### src/rtl/key_debounce_pkg.sv
// Shared constants and helpers for the key debounce controller.
//   - Default parameter values used by the interface, top and channel.
//   - fits_width(): elaboration-time check that a count fits in a counter width.
package key_debounce_pkg;

    localparam int unsigned DefNumKeys    = 4;
    localparam int unsigned DefCntW       = 12;
    localparam int unsigned DefDebounce   = 4095;
    localparam int unsigned DefLongW      = 20;
    localparam int unsigned DefLongCnt    = 500000;
    localparam int unsigned DefRepeatCnt  = 0;
    localparam int unsigned DefActiveHigh = 1;

    // True when value can be represented in an unsigned counter of the given width.
    function automatic bit fits_width(longint unsigned value, int unsigned width);
        if (width >= 64) begin
            return 1'b1;
        end
        return value <= ((64'd1 << width) - 64'd1);
    endfunction

endpackage

### src/rtl/key_debounce_ctrl_if.sv
// Key debounce controller signal bundle.
//   en          : global enable (master -> slave)
//   key_in      : raw key inputs (master -> slave)
//   key_level   : debounced level, 1 = pressed (slave -> master)
//   key_press   : one-cycle accepted-press pulse (slave -> master)
//   key_release : one-cycle accepted-release pulse (slave -> master)
//   key_long    : one-cycle long-press / auto-repeat pulse (slave -> master)
interface key_debounce_ctrl_if
    import key_debounce_pkg::*;
#(
    parameter int unsigned NUM_KEYS = DefNumKeys
);
    logic                en;
    logic [NUM_KEYS-1:0] key_in;
    logic [NUM_KEYS-1:0] key_level;
    logic [NUM_KEYS-1:0] key_press;
    logic [NUM_KEYS-1:0] key_release;
    logic [NUM_KEYS-1:0] key_long;

    modport master (
        output en, key_in,
        input  key_level, key_press, key_release, key_long
    );

    modport slave (
        input  en, key_in,
        output key_level, key_press, key_release, key_long
    );
endinterface

### src/rtl/key_debounce_chan.sv
// One key channel: 2-flop synchronizer, debounce counter, hold counter and
// registered press/release/long pulses.
//   HCLK, HRESETn : clock, asynchronous active-low reset
//   en_i          : enable; 0 clears both counters and suppresses pulses
//   key_raw_i     : raw asynchronous key input
//   level_o       : debounced level (1 = pressed)
//   press_o       : one-cycle pulse on accepted press
//   release_o     : one-cycle pulse on accepted release
//   long_o        : one-cycle pulse on long press and each auto-repeat
module key_debounce_chan
    import key_debounce_pkg::*;
#(
    parameter int unsigned CNT_W        = DefCntW,
    parameter int unsigned DEBOUNCE_CNT = DefDebounce,
    parameter int unsigned LONG_W       = DefLongW,
    parameter int unsigned LONG_CNT     = DefLongCnt,
    parameter int unsigned REPEAT_CNT   = DefRepeatCnt,
    parameter int unsigned ACTIVE_HIGH  = DefActiveHigh
) (
    input  logic HCLK,
    input  logic HRESETn,
    input  logic en_i,
    input  logic key_raw_i,
    output logic level_o,
    output logic press_o,
    output logic release_o,
    output logic long_o
);

    localparam logic              RawIdle  = (ACTIVE_HIGH != 0) ? 1'b0 : 1'b1;
    localparam logic [CNT_W-1:0]  DbLast   = CNT_W'(DEBOUNCE_CNT - 1);
    localparam logic [LONG_W-1:0] HoldFire = LONG_W'(LONG_CNT - 1);
    localparam logic [LONG_W-1:0] HoldSat  = LONG_W'(LONG_CNT);
    // Without repeat the counter parks at LONG_CNT, which never re-fires.
    localparam logic [LONG_W-1:0] HoldReload =
        (REPEAT_CNT == 0)        ? HoldSat :
        (REPEAT_CNT < LONG_CNT)  ? LONG_W'(LONG_CNT - REPEAT_CNT) : '0;

    logic              sync1_q, sync2_q;
    logic              act;
    logic              level_q, level_d;
    logic [CNT_W-1:0]  cnt_q, cnt_d;
    logic [LONG_W-1:0] hold_q, hold_d;
    logic              press_q, press_d;
    logic              release_q, release_d;
    logic              long_q, long_d;

    assign act = (ACTIVE_HIGH != 0) ? sync2_q : ~sync2_q;

    always_comb begin
        level_d   = level_q;
        cnt_d     = cnt_q;
        hold_d    = hold_q;
        press_d   = 1'b0;
        release_d = 1'b0;
        long_d    = 1'b0;
        if (!en_i) begin
            cnt_d  = '0;
            hold_d = '0;
        end else begin
            if (act == level_q) begin
                cnt_d = '0;
            end else if (cnt_q == DbLast) begin
                cnt_d     = '0;
                level_d   = ~level_q;
                press_d   = ~level_q;
                release_d = level_q;
            end else begin
                cnt_d = cnt_q + CNT_W'(1);
            end

            // Press happens while level_q is still 0, so it also clears here.
            if (!level_q || release_d) begin
                hold_d = '0;
            end else if (hold_q == HoldFire) begin
                hold_d = HoldReload;
                long_d = 1'b1;
            end else if (hold_q != HoldSat) begin
                hold_d = hold_q + LONG_W'(1);
            end
        end
    end

    always_ff @(posedge HCLK or negedge HRESETn) begin
        if (!HRESETn) begin
            sync1_q   <= RawIdle;
            sync2_q   <= RawIdle;
            level_q   <= 1'b0;
            cnt_q     <= '0;
            hold_q    <= '0;
            press_q   <= 1'b0;
            release_q <= 1'b0;
            long_q    <= 1'b0;
        end else begin
            sync1_q   <= key_raw_i;
            sync2_q   <= sync1_q;
            level_q   <= level_d;
            cnt_q     <= cnt_d;
            hold_q    <= hold_d;
            press_q   <= press_d;
            release_q <= release_d;
            long_q    <= long_d;
        end
    end

    assign level_o   = level_q;
    assign press_o   = press_q;
    assign release_o = release_q;
    assign long_o    = long_q;

endmodule

### src/rtl/key_debounce_ctrl.sv
// Multi-key debounce controller: NUM_KEYS independent key_debounce_chan
// instances behind a key_debounce_ctrl_if slave port.
//   HCLK, HRESETn : clock, asynchronous active-low reset
//   bus           : en/key_in in, key_level/key_press/key_release/key_long out
module key_debounce_ctrl
    import key_debounce_pkg::*;
#(
    parameter int unsigned NUM_KEYS     = DefNumKeys,
    parameter int unsigned CNT_W        = DefCntW,
    parameter int unsigned DEBOUNCE_CNT = DefDebounce,
    parameter int unsigned LONG_W       = DefLongW,
    parameter int unsigned LONG_CNT     = DefLongCnt,
    parameter int unsigned REPEAT_CNT   = DefRepeatCnt,
    parameter int unsigned ACTIVE_HIGH  = DefActiveHigh
) (
    input logic           HCLK,
    input logic           HRESETn,
    key_debounce_ctrl_if.slave bus
);

    if (NUM_KEYS < 1 || NUM_KEYS > 32) begin : gen_bad_num_keys
        $error("key_debounce_ctrl: NUM_KEYS must be 1..32");
    end
    if (DEBOUNCE_CNT == 0 || !fits_width(64'(DEBOUNCE_CNT), CNT_W)) begin : gen_bad_debounce
        $error("key_debounce_ctrl: DEBOUNCE_CNT must be 1..2^CNT_W-1");
    end
    if (LONG_CNT == 0 || !fits_width(64'(LONG_CNT), LONG_W)) begin : gen_bad_long
        $error("key_debounce_ctrl: LONG_CNT must be 1..2^LONG_W-1");
    end
    if (!fits_width(64'(REPEAT_CNT), LONG_W)) begin : gen_bad_repeat
        $error("key_debounce_ctrl: REPEAT_CNT must be < 2^LONG_W");
    end

    logic [NUM_KEYS-1:0] level, press, rel, lng;

    for (genvar i = 0; i < NUM_KEYS; i++) begin : gen_chan
        key_debounce_chan #(
            .CNT_W       (CNT_W),
            .DEBOUNCE_CNT(DEBOUNCE_CNT),
            .LONG_W      (LONG_W),
            .LONG_CNT    (LONG_CNT),
            .REPEAT_CNT  (REPEAT_CNT),
            .ACTIVE_HIGH (ACTIVE_HIGH)
        ) u_chan (
            .HCLK     (HCLK),
            .HRESETn  (HRESETn),
            .en_i     (bus.en),
            .key_raw_i(bus.key_in[i]),
            .level_o  (level[i]),
            .press_o  (press[i]),
            .release_o(rel[i]),
            .long_o   (lng[i])
        );
    end

    assign bus.key_level   = level;
    assign bus.key_press   = press;
    assign bus.key_release = rel;
    assign bus.key_long    = lng;

endmodule

### src/flat_wrapper.sv
// flat-port wrapper written by rule: the top's interface ports become plain ports
module key_debounce_ctrl_flat import key_debounce_pkg::*;
#(
    parameter int unsigned NUM_KEYS     = DefNumKeys,
    parameter int unsigned CNT_W        = DefCntW,
    parameter int unsigned DEBOUNCE_CNT = DefDebounce,
    parameter int unsigned LONG_W       = DefLongW,
    parameter int unsigned LONG_CNT     = DefLongCnt,
    parameter int unsigned REPEAT_CNT   = DefRepeatCnt,
    parameter int unsigned ACTIVE_HIGH  = DefActiveHigh
)
  (HCLK, HRESETn, bus_en, bus_key_in, bus_key_level, bus_key_press, bus_key_release, bus_key_long);
  key_debounce_ctrl_if #(.NUM_KEYS(NUM_KEYS)) bus_i ();
  input logic HCLK;
  input logic HRESETn;
  input wire logic [$bits(bus_i.en)-1:0] bus_en;
  input wire logic [$bits(bus_i.key_in)-1:0] bus_key_in;
  output wire logic [$bits(bus_i.key_level)-1:0] bus_key_level;
  output wire logic [$bits(bus_i.key_press)-1:0] bus_key_press;
  output wire logic [$bits(bus_i.key_release)-1:0] bus_key_release;
  output wire logic [$bits(bus_i.key_long)-1:0] bus_key_long;
  assign bus_i.en = bus_en;
  assign bus_i.key_in = bus_key_in;
  assign bus_key_level = bus_i.key_level;
  assign bus_key_press = bus_i.key_press;
  assign bus_key_release = bus_i.key_release;
  assign bus_key_long = bus_i.key_long;
  key_debounce_ctrl #(.NUM_KEYS(NUM_KEYS), .CNT_W(CNT_W), .DEBOUNCE_CNT(DEBOUNCE_CNT), .LONG_W(LONG_W), .LONG_CNT(LONG_CNT), .REPEAT_CNT(REPEAT_CNT), .ACTIVE_HIGH(ACTIVE_HIGH)) u_core (.HCLK(HCLK), .HRESETn(HRESETn), .bus(bus_i));
endmodule
### config.mk
export PLATFORM = sky130hd
export DESIGN_NAME = key_debounce_ctrl_flat
export DESIGN_NICKNAME = d
export VERILOG_FILES = /design/src/rtl/key_debounce_pkg.sv /design/src/rtl/key_debounce_ctrl_if.sv /design/src/rtl/key_debounce_chan.sv /design/src/rtl/key_debounce_ctrl.sv /design/src/flat_wrapper.sv
export SDC_FILE = /design/constraint.sdc
export NUM_CORES = 1
export LEC_CHECK = 0
export CELL_PAD_IN_SITES_DETAIL_PLACEMENT = 0
export CELL_PAD_IN_SITES_GLOBAL_PLACEMENT = 1
export CORE_MARGIN = 3
export CORE_UTILIZATION = 37
export DETAILED_ROUTE_END_ITERATION = 16
export PLACE_DENSITY = 0.67
export RECOVER_POWER = 25
export SETUP_SLACK_MARGIN = 0.2
export SLEW_MARGIN = 10
export SYNTH_ARGS = -nofsm -noshare
export SYNTH_HDL_FRONTEND = slang
export SYNTH_SLANG_ARGS = --single-unit
### constraint.sdc
create_clock -name HCLK -period 5.55 [get_ports HCLK]
set_input_delay 1.665 -clock HCLK [delete_from_list [all_inputs] [get_ports HCLK]]
set_output_delay 1.665 -clock HCLK [all_outputs]
set_load 0.01 [all_outputs]
* Yosys cells after proc, flatten, opt, wreduce, memory -nomap -nowiden
Cells that the tools add are included.
** Storage, ports and cells
- Flip-flop bits (word level) :: 152
- Input port bits :: 7
- Output and inout bits :: 16
- Logic and storage cells :: 148
** Operators by class
- $add $sub $neg :: 8
- Eq/ne operators :: 20
- Muxes and demuxes :: 68
- Bitwise operators :: 8
- Reduce and logical (&&, ||, !) cells :: 12
** Operators with widths (count)
- two-way mux 20 bit :: 16
- two-way mux 12 bit :: 12
- adder 20 x 1 -> 20 bit, second input constant :: 4
- equality test 20 x 19 -> 1 bit, second input constant :: 4
- != test 20 x 19 -> 1 bit, second input constant :: 4
- adder 12 x 1 -> 12 bit, second input constant :: 4
- equality test 12 bit, second input constant :: 4
- two-way mux 1 bit :: 40
- != test 4 x 1 -> 1 bit, second input constant :: 4
- AND reduction 3 bit :: 4
- inverter 1 bit :: 8
- equality test 1 bit :: 4
- logical NOT 1 bit :: 4
- logical OR 1 bit :: 4

* Logic depth before layout (Yosys ltp)
- Depth in word-level cells :: 7
- Depth in mapped cells :: 7
- Gate-level depth less buffers :: 6

* Modules after synthesis
A second synthesis with hierarchy kept.
** Second synthesis, totals
- Cells, all modules :: 736
- Area total of the unflattened synthesis :: 7442.1 µm²
** By module, submodules not included
- key_debounce_chan :: times used 4, cells an instance 184, area an instance 1860.5 µm², sequential area each 950.9 µm²

* Least setup slack after synthesis
No wires, ideal clock.
- Kind :: input -> register
- From :: input port bus_en
- To :: register u_core.gen_chan[2].u_chan.hold_q[12]
- Setup time :: 0.085 ns
- Arrival :: 2.440 ns
- Required time :: 5.465 ns
- Slack :: 3.024 ns
- Stages :: 3
- Path buffers :: 1
- Cells stage by stage :: buf_1 > o2111ai_1 > a21oi_1
** On the way
- Cells in the longest elaborated chain, start to end :: 1
- Elaborated cells between the ends (all ways) :: 2
- Those cells by class :: eq/ne: 1; mux: 1
** RTL lines
- from (decl) :: RTL line flat_wrapper.sv:16 : input wire logic [$bits(bus_i.en)-1:0] bus_en;
- != test 4 x 1 -> 1 bit (no line) / two-way mux 20 bit (equally long branches)
- to (signal assigned) :: RTL line key_debounce_chan.sv:99 : hold_q <= hold_d;
- to (decl) :: RTL line key_debounce_chan.sv:43 : logic [LONG_W-1:0] hold_q, hold_d;
Several ways; a longest one is shown, not always the timed one.
A chain may end at the register's enable or synchronous reset.

==> flow_summary_export.csv <==
group,metric,value,unit
place,gp_congestion,0.803,
logic_synthesis,synth_top_flop_cell,"dfrtp_1",
critical_path,end_kind,"async pin",
clock_tree,clockRootBuffer,"clkbuf_16",
clock_tree,clk_pin_slew_worst_paths,0.06,ns
clock_tree,cts_setup_buffers,0,
clock_tree,cts_buffers,17,
clock_tree,cts_sinks,152,
critical_path,critical_path.startpoint_type,"input port",
critical_path,critPathArrivalTime,3.96,ns
clock_tree,cts-hold-fix-buffers,0,
clock_tree,clkLatencyLatePin,0.42,ns
die,die_w,149,um
critical_path,crit_type,"in -> async",
timing,timing_hold_violations_final,0,
route,first_iter_violations,216,
outcome,violations,"capacitance limit, slew limit",
logic_synthesis,synth_cell_types,43,
global_routing,grt_pass1_vias,5395,
die,ios,23,
min_path,hp-class,"reg -> reg",
pwr,power,0.00234,W
final_layout,area_growth,12.5,%
critical_path,critPathTopFamily,"buffers and inverters",
critical_path,path_buf_inv,2,
pwr,p_per_area,275,nW/um^2
timing,min_period,3.42,ns
logic_synthesis,yosysTopAreaCell,"dfrtp_1",
pwr,internal_power,0.00187,W
critical_path,worst_path_max_delay_cell,"clkbuf_2",
place,io_buffers,22,
min_path,hold_path_depth,0,
route,vias,5385,
logic_synthesis,synth_nets,783,
global_routing,grt_start_max_net_pins,92,
clock_tree,post_cts_resized,0,
critical_path,worst_r2r_startpoint,"u_core.gen_chan[3].u_chan.hold_q[6]$_DFFE_PN0P_",
timing,fin_crit_sh,61.7,%
timing,worstMarginPinSlew,2.28,ns
die,initial_core_util,38.3,%
critical_path,reg2reg_depth,4,
global_routing,busiest_layer,"met2",
logic_synthesis,syn_area,7570,sq um
final_layout,drive_gt1_share,6.72,%
timing,tns,0,ns
clock_tree,htree_num_levels,4,
route,via_per_inst,5.18,
critical_path,path_cells,"clkbuf_2 > buf_4",
timing,setup_viol_count_final,0,
route,drt_first_pass_iters,4,
route,routed_wl,14600,um
global_routing,grtUsageMet2,22.9,%
route,post_drt_wl_per_cell,14.1,um
min_path,min-delay-start,"u_core.gen_chan[3].u_chan.sync1_q$_DFF_PN0_",
outcome,status,"complete, but fails checks",
clock_tree,cts_tree,"done",
global_routing,grt_pass1_wl,25700,um
route,ant_nets,0,
final_layout,nets,786,
min_path,holdPathEnd,"u_core.gen_chan[3].u_chan.act$_DFF_PN0_",
global_routing,grt_overflow,0,
timing,relSlewSlack,-52.0,%
logic_synthesis,yosysMostFrequentCell,"dfrtp_1",
timing,timing.final.max_slew_violations,92,
logic_synthesis,yosys_warnings,0,
timing,fmax,292,MHz
critical_path,r2r_end,"u_core.gen_chan[3].u_chan.hold_q[5]$_DFFE_PN0P_",
pwr,vdd_drop_max,0.191,mV
pwr,p_seq_share,47.9,%
clock_tree,clockBufferDepth,2,
critical_path,regToRegSetupSlack,3.04,ns
logic_synthesis,ys_top_cells_by_count,"dfrtp_1, nor2_1, xnor2_1",
critical_path,cp_data_required_time,6.09,ns
pwr,combPwrFrac,1.7,%
logic_synthesis,synth_top_area_share,50.2,%
critical_path,crit_fanout,91,
logic_synthesis,synthCells,760,
global_routing,grtUsageTotal,14.1,%
final_layout,diodes,0,
logic_synthesis,yosys_register_bits,152,
logic_synthesis,async_flop_share,100,%
timing,worst_hold_slack,0.351,ns
pwr,switching_share,20.1,%
logic_synthesis,avgSynthCellArea,9.96,sq um
pwr,clockPowerShare,50.5,%
timing,rsz0062_at_grt,"no",
global_routing,grt_util_met1,18.5,%
logic_synthesis,synth_edf_count,0,
logic_synthesis,ys_top_cells_by_area,"dfrtp_1, xnor2_1, xor2_1",
die,dieArea,22200,sq um
route,drc,0,
place,hpwlAfterDp,9820,um
timing,clock_skew,0.0115,ns
final_layout,fillers,1926,
critical_path,cp_slowest_stage_delay,1.55,ns
pwr,p_leak,3.21,nW
pwr,netSwitchingPower,0.000471,W
global_routing,met3_usage,3.31,%
run,maxCapViolations,1,
die,die_y,149,um
die,core,19800,sq um
global_routing,antenna_found_initial,0,
logic_synthesis,synth.yosys.seq_area_share,50.2,%
die,rows,51,
## state kept, by name (all words and copies together) (netlist names)
register	cells
u_core.gen_chan.u_chan.cnt_q	48
u_core.gen_chan.u_chan.long_o	4
u_core.gen_chan.u_chan.release_o	4
u_core.gen_chan.u_chan.level_o	4
u_core.gen_chan.u_chan.hold_q	80
u_core.gen_chan.u_chan.press_o	4
u_core.gen_chan.u_chan.sync1_q	4
u_core.gen_chan.u_chan.act	4
## per-stage QoR
stage | cells | setup slack (ns) | utilization (%) | cell area (sq um)
3_3_place_gp | 1009 | 2.05 | 40.0 | 7920
2_1_floorplan | 760 | 3.02 | - | 7570
6_report | 1039 | 2.13 | 43.1 | 8520
4_1_cts | 1039 | 2.33 | 43.1 | 8530
5_1_grt | 1039 | 1.63 | 43.1 | 8520
3_5_place_dp | 1009 | 2.04 | 40.0 | 7920
## cell families after synthesis
| kind of cell | after synthesis | synth area share, % |
|---|---|---|
| simple gates | 355 | 25.8 |
| flops | 152 | 50.2 |
| xor+xnor | 94 | 10.9 |
| compound gates | 72 | 5.65 |
| buf+inv | 67 | 4.20 |
| fa+ha+maj | 16 | 2.64 |
| mux | 4 | 0.595 |
## power by group through the flow
stage	Sequential [W]	Combinational (W)	Clock, W
floorplan	0.00114	0.0000115	0
global placement	0.00114	0.0000417	0
detailed placement	0.00114	0.0000431	0
CTS	0.00112	0.0000434	0.00122
global route	0.00112	0.0000481	0.00128
finish	0.00112	0.0000394	0.00118
## routing by layer
layer | share of wire [%] | vias up
met5 | 0 | -
met4 | 1.0 | 0
met3 | 2.6 | 11
met2 | 47 | 55
met1 | 49 | 2626
li1 | - | 2693
## layout make-up
type                    count  area, sq um  area share (%)
multi-input cells         541         3450            40.5
clock inverters             8          120            1.41
flip-flops and latches    152         3800            44.6
inverters                  27          101            1.19
well taps                 265          332            3.89
repair buffers             24          230            2.70
clock buffers              22          484            5.68
## cells in the final DEF (no fill, tap or decap), types with 3 or more instances in the layout
master	count
or4_4	3
nor3_1	44
and4_1	17
bufinv_16	3
nor4b_1	7
or3b_2	4
clkbuf_8	4
clkinv_2	3
nand3_1	42
nor4_1	15
inv_1	27
o31ai_1	9
nand4_1	34
nor3b_1	9
a22oi_1	3
clkbuf_16	17
or2_2	4
dfrtp_1	152
nand3b_1	5
a21oi_1	28
o21ba_2	3
a211oi_1	3
ha_1	16
mux2_2	4
dlygate4sd3_1	4
and2_1	3
xnor2_1	52
and3_1	4
xor2_1	42
nor2_1	82
or3_1	13
or4b_1	6
o21ai_0	21
clkdlybuf4s50_1	17
or4_1	13
nand2_1	45
a21o_1	3
## worst max-delay path by stage
stage,start,end,slack [ns],depth (start not counted)
after floorplan,bus_en,u_core.gen_chan[2].u_chan.hold_q[12]$_DFFE_PN0P_,3.02,3
after global placement,bus_en,u_core.gen_chan[3].u_chan.long_o$_DFF_PN0_,2.05,4
after detailed placement,bus_en,u_core.gen_chan[3].u_chan.long_o$_DFF_PN0_,2.04,4
after CTS,u_core.gen_chan[2].u_chan.level_o$_DFFE_PN0P_,bus_key_level[2],2.33,1
after global routing,HRESETn,u_core.gen_chan[1].u_chan.cnt_q[11]$_DFF_PN0_,1.63,2
final,HRESETn,u_core.gen_chan[1].u_chan.cnt_q[11]$_DFF_PN0_,2.13,2
Power figures use the tool's default switching activity.
==> variant 1: new RTL, config.mk and constraints unchanged <==
Make the reset (`HRESETn`) synchronous in one clocked block. Comments in the files are not updated.
--- a/src/rtl/key_debounce_chan.sv
+++ b/src/rtl/key_debounce_chan.sv
@@ -82,5 +82,5 @@
     end
 
-    always_ff @(posedge HCLK or negedge HRESETn) begin
+    always_ff @(posedge HCLK) begin
         if (!HRESETn) begin
             sync1_q   <= RawIdle;
Formal check against the unedited RTL: no difference found for any inputs over 4 cycles, from zero or initial values and one cycle with HRESETn low; that may be too few to reach the edited logic, so the function may still have changed.
==> variant 1 against the original RTL <==
Cell area fell by 7.0%; synthesized area down 7.2%; sequential share of layout area fell by 6.2 points; worst hold slack better by 80 ps; sequential cell count did not move; worst setup slack got worse by 79 ps; first-iteration DRC count is 22% higher; highest routed layer unchanged; routed wire length fell by 3.4%; cell count hardly changed.
Power is not compared: it rests on default switching activity, and its combinational part moved more than twofold at a synthesized area within 25%.
==> variant 1: results <==
export IMPL_ys_flop_type="dfxtp_1"
export IMPL_drt_met1_wl_um=7035
export IMPL_final_net_count=821
export IMPL_use_met2_pct=23.63
export IMPL_min_to="u_core.gen_chan[1].u_chan.act$_SDFF_PN0_"
export IMPL_rrSetupSlack_ps=3090
export IMPL_critPathTopFamily="simple AND/OR/NAND/NOR gates"
export IMPL_use_met1_pct=18.49
export IMPL_htree_levels=4
export IMPL_cp_max_fo=21
export IMPL_multi_input_area_um2=3605
export IMPL_status="completed"
export IMPL_hold_depth=1
export IMPL_synthArstFlopShare_pct=0
export IMPL_worst_clock_skew_ps=8.646
export IMPL_place_congestion=0.7558
export IMPL_grt_pass1_vias=5295
export IMPL_r2r_end="u_core.gen_chan[3].u_chan.hold_q[5]$_SDFFE_PP0P_"
export IMPL_wl_met3_um=437
export IMPL_netlist_instances=800
export IMPL_crit_end="u_core.gen_chan[0].u_chan.hold_q[0]$_SDFFE_PP0P_"
export IMPL_via_per_inst=5.312
export IMPL_slowest_delay_ps=830
export IMPL_placed_cell_area_um2=7297
export IMPL_min_from="u_core.gen_chan[1].u_chan.sync1_q$_SDFF_PN0_"
export IMPL_met2_length_um=6481
export IMPL_synth_xor_area_share_pct=11.35
export IMPL_wl_per_cell_um=13.60
export IMPL_grtUsageTotal_pct=14.37
export IMPL_routed_wl_um=14120
export IMPL_slowest_stage="dlygate4sd3_1"
export IMPL_pre_cts_ws_ps=1751
export IMPL_yosys_top_cells_area="dfxtp_1 (43%), xnor2_1 (6.1%), xor2_1 (5.2%)"
export IMPL_dp_hpwl_um=9602
export IMPL_yosys_top_cells_count="dfxtp_1 (152), nor2_1 (74), nor3_1 (59)"
export IMPL_num_fill_cells=1772
export IMPL_reg2reg_from="u_core.gen_chan[3].u_chan.hold_q[11]$_SDFFE_PP0P_"
export IMPL_synth_adder_area_share_pct=2.851
export IMPL_synth_compound_area_share_pct=7.215
export IMPL_drive_gt1_share_pct=5.686
export IMPL_ys_seq_area_share_pct=43.33
-- variant 1: cell types whose count changed after synthesis, moves of 8 or more --
| cell | unedited run | this run |
|---|---|---|
| nor2b_1 | 0 | 8 |
| and4_1 | 17 | 9 |
| nor3_1 | 44 | 59 |
| nor4_1 | 15 | 25 |
| a211oi_1 | 3 | 14 |
| nand3_1 | 42 | 55 |
| dfrtp_1 | 152 | 0 |
| nor2_1 | 82 | 74 |
| dfxtp_1 | 0 | 152 |
| a21oi_1 | 28 | 18 |
-- variant 1: logic make-up after synthesis --
family / after synthesis
DFF: 152
xor gates and xnor gates: 91
buffers and inverters: 77
AOI/OAI and AO/OA: 78
adders and majority gates: 16
and+or+nand+nor: 385
muxes: 1
-- variant 1: area by class of cell --
cell class	instances	share of cell area [%]
inverters	30	1.421
clock inverters	12	2.542
repair buffers	26	3.111
well taps	229	3.616
multi-input cells	571	45.49
flip-flops and latches	152	38.40
clock buffers	18	5.416
==> variant 2: new RTL, same settings <==
Without the edit above. Set the package constant `DefCntW` to 13 (it was 12).
--- a/src/rtl/key_debounce_pkg.sv
+++ b/src/rtl/key_debounce_pkg.sv
@@ -5,5 +5,5 @@
 
     localparam int unsigned DefNumKeys    = 4;
-    localparam int unsigned DefCntW       = 12;
+    localparam int unsigned DefCntW       = 13;
     localparam int unsigned DefDebounce   = 4095;
     localparam int unsigned DefLongW      = 20;
Check against the original RTL: no difference found for any inputs over 4 cycles, from zero or initial values and one cycle with HRESETn low; that may be too few to reach the edited logic, so the function may still have changed.
==> variant 2 against the original RTL <==
Via count is 5.6% higher; the run still ends with max-capacitance violations, max-slew violations left; sequential cell count is 4 higher; routed wire length is 6.0% higher; clock skew is 2.0 ps higher; cell area is 3.3% higher; fmax is 6.2% lower; worst setup slack worse by 230 ps; non-clock buffer count stayed put; synthesized area is 3.1% higher; clock power is 6% higher; power is 4.2% higher.
==> variant 2: results <==
export IMPL_clock_latency_ps=420
export IMPL_synth_cell_type_count=47
export IMPL_min_from="u_core.gen_chan[1].u_chan.sync1_q$_DFF_PN0_"
export IMPL_via_per_inst=5.269
export IMPL_swShare_pct=21.58
export IMPL_port_buffers=22
export IMPL_routed_wl_um=15500
export IMPL_irDropWorstVdd_uv=175.3
export IMPL_clkPwrFrac_pct=51.2
export IMPL_place_congestion=0.7898
export IMPL_r2r_end="u_core.gen_chan[0].u_chan.hold_q[5]$_DFFE_PN0P_"
export IMPL_dp_hpwl_um=10480
export IMPL_slew_limit_headroom_pct=-78.53
export IMPL_final_net_count=819
export IMPL_stdcell_count=1079
export IMPL_rrSetupSlack_ps=3030
export IMPL_grt_max_degree=105
export IMPL_first_pass_iters=7
export IMPL_syn_to_final_growth_pct=12.77
export IMPL_min_to="u_core.gen_chan[1].u_chan.act$_DFF_PN0_"
export IMPL_postCtsSetupBuffers=0
export IMPL_ys_seq_area_share_pct=50.00
export IMPL_drt_iter0_drc=265
export IMPL_ff2ff_path_depth=4
export IMPL_placed_cell_area_um2=8177
export IMPL_reg2reg_from="u_core.gen_chan[0].u_chan.hold_q[7]$_DFFE_PN0P_"
export IMPL_arrival_ps=3600
export IMPL_cts_root_buf="clkbuf_16"
export IMPL_status="finished with violations"
export IMPL_power_total_w=0.002439
export IMPL_largest_registers="u_core.gen_chan.u_chan.hold_q (80), u_core.gen_chan.u_chan.cnt_q (52)"
export IMPL_synth_top_area_cell="dfrtp_1"
export IMPL_grt_pass1_wl_um=27450
export IMPL_drive_gt1_share_pct=5.315
export IMPL_cp_max_fo=104
export IMPL_leakage_nw=3.334
export IMPL_yosys_top_cells_count="dfrtp_1 (156), nor2_1 (103), xnor2_1 (53)"
export IMPL_grt_pass1_vias=5749
export IMPL_cts_buffers=17
export IMPL_num_fill_cells=1958
export IMPL_slowest_stage="clkbuf_2"
export IMPL_dp_cells=1047
export IMPL_clk_path_buf_depth=2
export IMPL_hold_class="flop to flop"
export IMPL_slowest_delay_ps=1790
export IMPL_maxSlewViolCount=104
export IMPL_cap_violations=1
export IMPL_yosys_top_cells_area="dfrtp_1 (50%), xnor2_1 (5.9%), nor2_1 (5.0%)"
export IMPL_violations="max-capacitance violations, max-slew violations"
export IMPL_worst_clock_skew_ps=13.45
export IMPL_avgSynthCellArea_um2=9.846
export IMPL_synth_warnings=0
export IMPL_fin_setup_tns_ps=0
export IMPL_grtUsageTotal_pct=14.70
## variant 2: routing by layer
layer | part of all wire [%] | vias to the layer above | track usage, %
met3 | 2.5 | 6 | 3.411
li1 | - | 2809 | -
met1 | 48 | 2802 | 19.73
met2 | 49 | 68 | 23.96
met5 | 0 | - | 0
met4 | 0.55 | 0 | 3.989
## variant 2: worst max-delay path by stage
stage                        from                                       endpoint  slack, ps  cells past startpoint
after floorplan            bus_en     u_core.gen_chan[0].u_chan.long_o$_DFF_PN0_       2930                      4
after global placement     bus_en     u_core.gen_chan[3].u_chan.long_o$_DFF_PN0_       1920                      4
after detailed placement   bus_en     u_core.gen_chan[3].u_chan.long_o$_DFF_PN0_       1810                      4
after CTS                  bus_en     u_core.gen_chan[2].u_chan.long_o$_DFF_PN0_       2240                      4
after global routing      HRESETn  u_core.gen_chan[3].u_chan.cnt_q[10]$_DFF_PN0_       1360                      1
final                     HRESETn  u_core.gen_chan[3].u_chan.cnt_q[11]$_DFF_PN0_       1900                      1
## variant 2: cell families after synthesis
| kind of cell | after synthesis | share of synthesized area (%) |
|---|---|---|
| buf+inv | 67 | 4.086 |
| xor+xnor | 97 | 10.88 |
| compound gates | 73 | 5.481 |
| fa+ha+maj | 16 | 2.564 |
| mux | 2 | 0.2884 |
| simple gates | 382 | 26.70 |
| flops | 156 | 50.00 |
## variant 2: per-stage QoR
step                setup WS, ps  hold slack [ps]
floorplan                   2934            331.2
global placement            1919            334.8
detailed placement          1806            349.8
CTS                         2242            366.1
global route                1362            373.1
finish                      1900            359.5
## variant 2: layout make-up
class                      instances  area share (%)
timing repair buffer              24           2.757
multi-input combinational        570           40.71
tap                              270           3.837
inverter                          27           1.151
clock buffer                      17           4.832
clock inverter                    15           2.373
sequential                       156           44.34
